[config.mk]
export PLATFORM = sky130hd
export DESIGN_NAME = tag_check
export DESIGN_NICKNAME = d
export VERILOG_FILES = /design/src/rtl/tag_check_pkg.sv /design/src/rtl/tag_check_way_compare.sv /design/src/rtl/tag_check.sv
export SDC_FILE = /design/constraint.sdc
export NUM_CORES = 1
export LEC_CHECK = 0
export ABC_CLOCK_PERIOD_IN_PS = 5300
export CORE_MARGIN = 5
export CORE_UTILIZATION = 30
export DETAILED_ROUTE_END_ITERATION = 12
export HOLD_SLACK_MARGIN = 0.03
export PLACE_DENSITY = 0.56
export RECOVER_POWER = 25
export SLEW_MARGIN = 20
export SYNTH_ARGS = -nofsm -noshare
export SYNTH_HDL_FRONTEND = slang
export SYNTH_HIERARCHICAL = 1
export SYNTH_SLANG_ARGS = --single-unit
export TNS_END_PERCENT = 1
[constraint.sdc]
create_clock -name clk -period 5.3 [get_ports clk]
set_input_delay 1.06 -clock clk [delete_from_list [all_inputs] [get_ports clk]]
set_output_delay 1.06 -clock clk [all_outputs]
set_load 0.005 [all_outputs]
[src/rtl/tag_check_pkg.sv]
// Shared definitions for the instruction-cache tag-check stage.
// Holds the tag-array row geometry, the way-entry layout (valid bit on top,
// tag below it), the FSM state encoding, and small row-manipulation helpers.
package tag_check_pkg;

  localparam int unsigned TAG_WIDTH   = 7;
  localparam int unsigned NUM_WAYS    = 4;
  localparam int unsigned BLOCK_WIDTH = 8;
  localparam int unsigned ADDR_WIDTH  = 4;
  localparam int unsigned VALID_BIT   = BLOCK_WIDTH - 1;
  localparam int unsigned WAY_WIDTH   = 2;
  localparam int unsigned ROW_WIDTH   = NUM_WAYS * BLOCK_WIDTH;
  localparam int unsigned STAT_WIDTH  = 16;

  typedef logic [TAG_WIDTH-1:0]  tag_t;
  typedef logic [ADDR_WIDTH-1:0] set_t;
  typedef logic [WAY_WIDTH-1:0]  way_t;
  typedef logic [ROW_WIDTH-1:0]  row_t;
  typedef logic [NUM_WAYS-1:0]   mask_t;

  typedef enum logic [1:0] {
    StIdle   = 2'd0,
    StReq    = 2'd1,
    StWrite  = 2'd2,
    StReplay = 2'd3
  } state_e;

  // Row with one way entry overwritten by a freshly valid {1, tag} entry.
  function automatic row_t row_replace(row_t row, way_t way, tag_t tag);
    row_t r;
    r = row;
    r[way*BLOCK_WIDTH +: BLOCK_WIDTH] = {1'b1, tag};
    return r;
  endfunction

  function automatic mask_t way_onehot(way_t way);
    return mask_t'(1) << way;
  endfunction

endpackage

[src/rtl/tag_check_way_compare.sv]
// tag_way_compare: purely combinational comparison of a request tag against
// every way entry of a tag-array row.
// Ports:
//   row_i       way entries, way k at [k*8 +: 8], bit 7 = valid
//   tag_i       request tag
//   hit_o       some valid way holds tag_i
//   way_o       lowest-index matching way (0 when no hit)
//   inv_way_o   lowest-index invalid way (0 when none)
//   any_inv_o   at least one way is invalid
module tag_way_compare
  import tag_check_pkg::*;
(
  input  logic [ROW_WIDTH-1:0] row_i,
  input  logic [TAG_WIDTH-1:0] tag_i,
  output logic                 hit_o,
  output logic [WAY_WIDTH-1:0] way_o,
  output logic [WAY_WIDTH-1:0] inv_way_o,
  output logic                 any_inv_o
);

  always_comb begin
    hit_o     = 1'b0;
    way_o     = '0;
    inv_way_o = '0;
    any_inv_o = 1'b0;
    for (int unsigned k = 0; k < NUM_WAYS; k++) begin
      // First match in ascending order wins, so later ways never override.
      if (!hit_o && row_i[k*BLOCK_WIDTH + VALID_BIT] &&
          (row_i[k*BLOCK_WIDTH +: TAG_WIDTH] == tag_i)) begin
        hit_o = 1'b1;
        way_o = WAY_WIDTH'(k);
      end
      if (!any_inv_o && !row_i[k*BLOCK_WIDTH + VALID_BIT]) begin
        any_inv_o = 1'b1;
        inv_way_o = WAY_WIDTH'(k);
      end
    end
  end

endmodule

[src/rtl/tag_check.sv]
// tag_check: stage directly after the instruction-cache tag array.
// Compares the request tag with the four way entries of the registered row.
// Hits are reported one cycle later. A miss raises o_halt, issues a refill
// request, writes the updated row back to the tag array for one cycle and
// then replays the request as a hit (o_refilled=1).
// Ports:
//   clk, arst                 clock, asynchronous active-high reset
//   i_valid/i_tag/i_set/i_row lookup from the tag array
//   i_halt / o_halt           downstream stall in / stall to the tag array
//   o_valid/o_hit/o_refilled/o_way/o_set/o_tag   registered result
//   o_refill_req/_set/_tag/_way, i_refill_ack    refill handshake
//   o_w_valid/o_w_clk_en/o_w_addr/o_w_data/o_w_wmask  tag-array write port
// Optional: TAG_CHECK_STATS_EN adds o_hit_count / o_miss_count, saturating
// counters of accepted lookups (replays excluded).
module tag_check
  import tag_check_pkg::*;
(
  input  logic                  clk,
  input  logic                  arst,
  input  logic                  i_valid,
  input  logic [TAG_WIDTH-1:0]  i_tag,
  input  logic [ADDR_WIDTH-1:0] i_set,
  input  logic [ROW_WIDTH-1:0]  i_row,
  input  logic                  i_halt,
  output logic                  o_halt,
  output logic                  o_valid,
  output logic                  o_hit,
  output logic                  o_refilled,
  output logic [WAY_WIDTH-1:0]  o_way,
  output logic [ADDR_WIDTH-1:0] o_set,
  output logic [TAG_WIDTH-1:0]  o_tag,
  output logic                  o_refill_req,
  output logic [ADDR_WIDTH-1:0] o_refill_set,
  output logic [TAG_WIDTH-1:0]  o_refill_tag,
  output logic [WAY_WIDTH-1:0]  o_refill_way,
  input  logic                  i_refill_ack,
  output logic                  o_w_valid,
  output logic                  o_w_clk_en,
  output logic [ADDR_WIDTH-1:0] o_w_addr,
  output logic [ROW_WIDTH-1:0]  o_w_data,
`ifdef TAG_CHECK_STATS_EN
  output logic [STAT_WIDTH-1:0] o_hit_count,
  output logic [STAT_WIDTH-1:0] o_miss_count,
`endif
  output logic [NUM_WAYS-1:0]   o_w_wmask
);

  state_e state_q, state_d;
  way_t   ctr_q, ctr_d;

  // Miss context, also presented on the refill request outputs.
  set_t   cap_set_q, cap_set_d;
  tag_t   cap_tag_q, cap_tag_d;
  row_t   cap_row_q, cap_row_d;
  way_t   victim_q, victim_d;
  logic   refill_req_q, refill_req_d;

  // Result registers, frozen while downstream stalls.
  logic   valid_q, valid_d;
  logic   hit_q, hit_d;
  logic   refilled_q, refilled_d;
  way_t   way_q, way_d;
  set_t   set_q, set_d;
  tag_t   tag_q, tag_d;

  // Tag-array write port.
  logic   w_valid_q, w_valid_d;
  set_t   w_addr_q, w_addr_d;
  row_t   w_data_q, w_data_d;
  mask_t  w_wmask_q, w_wmask_d;

  logic   cmp_hit;
  way_t   cmp_way;
  way_t   cmp_inv_way;
  logic   cmp_any_inv;
  logic   accept;

  tag_way_compare u_compare (
    .row_i     (i_row),
    .tag_i     (i_tag),
    .hit_o     (cmp_hit),
    .way_o     (cmp_way),
    .inv_way_o (cmp_inv_way),
    .any_inv_o (cmp_any_inv)
  );

  assign accept = (state_q == StIdle) && i_valid && !i_halt;

  always_comb begin
    state_d      = state_q;
    ctr_d        = ctr_q;
    cap_set_d    = cap_set_q;
    cap_tag_d    = cap_tag_q;
    cap_row_d    = cap_row_q;
    victim_d     = victim_q;
    refill_req_d = refill_req_q;
    valid_d      = valid_q;
    hit_d        = hit_q;
    refilled_d   = refilled_q;
    way_d        = way_q;
    set_d        = set_q;
    tag_d        = tag_q;
    w_valid_d    = 1'b0;
    w_addr_d     = '0;
    w_data_d     = '0;
    w_wmask_d    = '0;

    unique case (state_q)
      StIdle: begin
        if (!i_halt) begin
          if (i_valid) begin
            valid_d    = 1'b1;
            refilled_d = 1'b0;
            set_d      = i_set;
            tag_d      = i_tag;
            if (cmp_hit) begin
              hit_d = 1'b1;
              way_d = cmp_way;
            end else begin
              // Miss indication pulse; way is not meaningful here.
              hit_d        = 1'b0;
              way_d        = '0;
              cap_set_d    = i_set;
              cap_tag_d    = i_tag;
              cap_row_d    = i_row;
              victim_d     = cmp_any_inv ? cmp_inv_way : ctr_q;
              refill_req_d = 1'b1;
              state_d      = StReq;
            end
          end else begin
            valid_d    = 1'b0;
            hit_d      = 1'b0;
            refilled_d = 1'b0;
          end
        end
      end

      StReq: begin
        if (!i_halt) begin
          valid_d    = 1'b0;
          hit_d      = 1'b0;
          refilled_d = 1'b0;
        end
        if (i_refill_ack) begin
          refill_req_d = 1'b0;
          ctr_d        = ctr_q + 1'b1;
          w_valid_d    = 1'b1;
          w_addr_d     = cap_set_q;
          w_data_d     = row_replace(cap_row_q, victim_q, cap_tag_q);
          w_wmask_d    = way_onehot(victim_q);
          state_d      = StWrite;
        end
      end

      StWrite: begin
        if (!i_halt) begin
          valid_d    = 1'b0;
          hit_d      = 1'b0;
          refilled_d = 1'b0;
        end
        state_d = StReplay;
      end

      StReplay: begin
        if (!i_halt) begin
          valid_d    = 1'b1;
          hit_d      = 1'b1;
          refilled_d = 1'b1;
          way_d      = victim_q;
          set_d      = cap_set_q;
          tag_d      = cap_tag_q;
          state_d    = StIdle;
        end
      end

      default: state_d = StIdle;
    endcase
  end

  always_ff @(posedge clk or posedge arst) begin
    if (arst) begin
      state_q      <= StIdle;
      ctr_q        <= '0;
      cap_set_q    <= '0;
      cap_tag_q    <= '0;
      cap_row_q    <= '0;
      victim_q     <= '0;
      refill_req_q <= 1'b0;
      valid_q      <= 1'b0;
      hit_q        <= 1'b0;
      refilled_q   <= 1'b0;
      way_q        <= '0;
      set_q        <= '0;
      tag_q        <= '0;
      w_valid_q    <= 1'b0;
      w_addr_q     <= '0;
      w_data_q     <= '0;
      w_wmask_q    <= '0;
    end else begin
      state_q      <= state_d;
      ctr_q        <= ctr_d;
      cap_set_q    <= cap_set_d;
      cap_tag_q    <= cap_tag_d;
      cap_row_q    <= cap_row_d;
      victim_q     <= victim_d;
      refill_req_q <= refill_req_d;
      valid_q      <= valid_d;
      hit_q        <= hit_d;
      refilled_q   <= refilled_d;
      way_q        <= way_d;
      set_q        <= set_d;
      tag_q        <= tag_d;
      w_valid_q    <= w_valid_d;
      w_addr_q     <= w_addr_d;
      w_data_q     <= w_data_d;
      w_wmask_q    <= w_wmask_d;
    end
  end

`ifdef TAG_CHECK_STATS_EN
  logic [STAT_WIDTH-1:0] hit_cnt_q, hit_cnt_d;
  logic [STAT_WIDTH-1:0] miss_cnt_q, miss_cnt_d;

  always_comb begin
    hit_cnt_d  = hit_cnt_q;
    miss_cnt_d = miss_cnt_q;
    if (accept && cmp_hit && (hit_cnt_q != '1)) begin
      hit_cnt_d = hit_cnt_q + 1'b1;
    end
    if (accept && !cmp_hit && (miss_cnt_q != '1)) begin
      miss_cnt_d = miss_cnt_q + 1'b1;
    end
  end

  always_ff @(posedge clk or posedge arst) begin
    if (arst) begin
      hit_cnt_q  <= '0;
      miss_cnt_q <= '0;
    end else begin
      hit_cnt_q  <= hit_cnt_d;
      miss_cnt_q <= miss_cnt_d;
    end
  end

  assign o_hit_count  = hit_cnt_q;
  assign o_miss_count = miss_cnt_q;
`else
  logic unused_accept;
  assign unused_accept = accept;
`endif

  assign o_halt       = (state_q != StIdle) | i_halt;
  assign o_valid      = valid_q;
  assign o_hit        = hit_q;
  assign o_refilled   = refilled_q;
  assign o_way        = way_q;
  assign o_set        = set_q;
  assign o_tag        = tag_q;
  assign o_refill_req = refill_req_q;
  assign o_refill_set = cap_set_q;
  assign o_refill_tag = cap_tag_q;
  assign o_refill_way = victim_q;
  assign o_w_valid    = w_valid_q;
  assign o_w_clk_en   = w_valid_q;
  assign o_w_addr     = w_addr_q;
  assign o_w_data     = w_data_q;
  assign o_w_wmask    = w_wmask_q;

endmodule

==> reports/results.ini <==
[critical_path]
arrival_ps=3880
r2r_start=state_q[1]
worst_setup_path_start_kind=input pin
path_class=input pin to flop
cp_max_fo=43
worstPathRequired_ps=5530
crit_start=i_tag[4]
endpoint_kind=flop

[layout]
final_cell_mix=clkdlybuf4s50_1, dfrtp_1, mux2_2
layout.nets=580
layout-drive-gt1-share=0.171
layout_commonest_cell=clkdlybuf4s50_1
syn2layout_area_growth_pct=34.7
final_util=0.412
n_antenna_cell=0
n_fill_cell=1563

[synth]
ys_seq_area_frac=0.549
netlist.area_leader.share=0.549
synth_flop_cell=dfrtp_1
async_flop_share=1.00
synth-seq-cells=107
synth_area_per_cell_um2=12.0
synth_edf_count=0
netlist_instances=408
syn_nets=466
syn_area_um2=4880
yosysUniqueCellTypes=38
synth_area_leader_cell=dfrtp_1
yosys_warnings=6
synthTopCellsByArea=dfrtp_1, mux2_2, xnor2_1, a21oi_1, nor2b_1

[timing]
period_share=0.687
finalSetupTns_ps=0
setup_viol=0
clock.fmax_ghz=0.275
period_needed_ps=3640
slew_headroom=0.372
hold_viol=0
tightest_slew_ps=929
layout_setup_ws_ps=1660
rsz0062_at_grt=no
slew_viol_final=0
fin_skew_ps=9.35
hold_slack_ps=480

[global_routing]
grt_first_pass_wirelength_um=21100
track_usage=0.150
grt_pass1_vias=3595
antenna_found_initial=0
grt_max_degree=83
overflow=0

[clock_network]
cts_tree=yes
clk_pin_slew_worst_paths_ps=70
numCtsBuffers=9
htree_num_levels=3
hold_buffers=0
cts_root_buffer=clkbuf_16
post_cts_buffers=0
cts_sinks=107
cts_buffer_depth=2
cts_resized=0
clk-insertion-delay-late_ps=350

[place]
io_buffers=120
dpl_worst_slack_ps=1310
gp_congestion=0.826
dp_hpwl_um=10400

[floorplan]
top_level_ports=121
start_util=0.306
die_x_um=138
core_um2=15900
dieArea_um2=18900
dieHeight_um=138
rows=46

[run]
cap_viol_max_count=0

[route]
vias=3418
viasPerCell=4.60
routed.top_layer=met4
drt.antenna.violating_nets=0
first_pass_iters=4
drc=0
wl_met3_um=702
wl_met1_um=5840
routed_wl_um=13600
detail_route.wl_per_cell_um=18.3
drt_iter0_markers=219
wl_met2_um=6790

[status]
outcome=completed

[power_and_ir_drop]
power_density_nw_per_um2=511
p_leak_nw=2.78
irDropWorstVdd_mv=0.159

[worst_hold_path]
hold_start=ctr_q[1]
hp-class=flop to flop

[critical path, stage by stage]
cell and delay (ps):
clkdlybuf4s50_1 760, xor2_1 210, nor4_1 70, nand4_1 130, o21a_1 180, nand2_1 110, and4bb_2 420, buf_4 510
mux2_2 400
[routing by layer]
layer  vias up  global-route usage
li1       1624                   -
met4         0              0.0493
met5         -                   0
met2        85               0.249
met3        17              0.0318
met1      1692               0.194
[metrics by stage]
step	cells	cell area, um2	power (mW)
2_1_floorplan	408	4880	2.08
3_3_place_gp	727	6280	2.72
3_5_place_dp	727	6280	2.75
4_1_cts	743	6570	3.41
5_1_grt	743	6580	3.59
6_report	743	6580	3.36
[cell type report]
cell class / count / area [um2] / share of cell area
clock inverter: 4 / 33.8 / 0.00514
tap: 216 / 270 / 0.0411
clock buffer: 12 / 256 / 0.0390
timing repair buffer: 125 / 1240 / 0.188
multi-input combinational: 269 / 2060 / 0.313
inverter: 10 / 42.5 / 0.00647
sequential: 107 / 2680 / 0.407
[worst paths after layout]
kind | end | slack, ps | cells past startpoint
worst max register to register | o_way[0] | 2660 | 5
worst min-delay path | ctr_q[1] | 480 | 1
max in group asynchronous | cap_row_q[30] | 3120 | 3
worst min register to register | ctr_q[1] | 480 | 1
worst max-delay path | cap_row_q[26] | 1660 | 9
min in group asynchronous | o_w_addr[3] | 1350 | 2
[report_power, final]
| group | internal, mW | leakage [nW] | switching (mW) | total, mW |
|---|---|---|---|---|
| Combinational | 0.778 | 1.28 | 0.569 | 1.35 |
| Sequential | 1.12 | 1.36 | 0.244 | 1.37 |
| Clock | 0.348 | 0.139 | 0.299 | 0.647 |
[registers in the layout, summed over array words and instances (netlist names)]
register and cells:
cap_row_q 32, ctr_q 2, o_hit 1, o_refill_req 1, o_refill_set 4, o_refill_tag 7
o_refill_way 2, o_refilled 1, o_set 4, o_tag 7, o_valid 1, o_w_addr 4
o_w_clk_en 1, o_w_data 32, o_w_wmask 4, o_way 2, state_q 2
[cell usage after synthesis, types with 2 or more instances]
cell type	number
dfrtp_1	107
mux2_2	67
nor2_1	39
a21oi_1	36
nor2b_1	26
xnor2_1	24
clkbuf_1	10
ha_1	10
inv_1	10
nand2b_1	10
and3_1	8
nand4_1	8
nand3_1	7
buf_2	6
xor2_1	6
nand2_1	5
a22o_1	3
buf_4	3
mux2i_1	3
nor4bb_1	2
[logic make-up after synthesis]
family / synth area share
AO/OA/AOI/OAI: 0.0538
AND/OR/NAND/NOR: 0.125
multiplexers: 0.163
adder cells (fa/ha/maj): 0.0256
buffers and inverters: 0.0302
flip-flops: 0.549
XOR/XNOR: 0.0538
(Power assumes the default switching activity.)
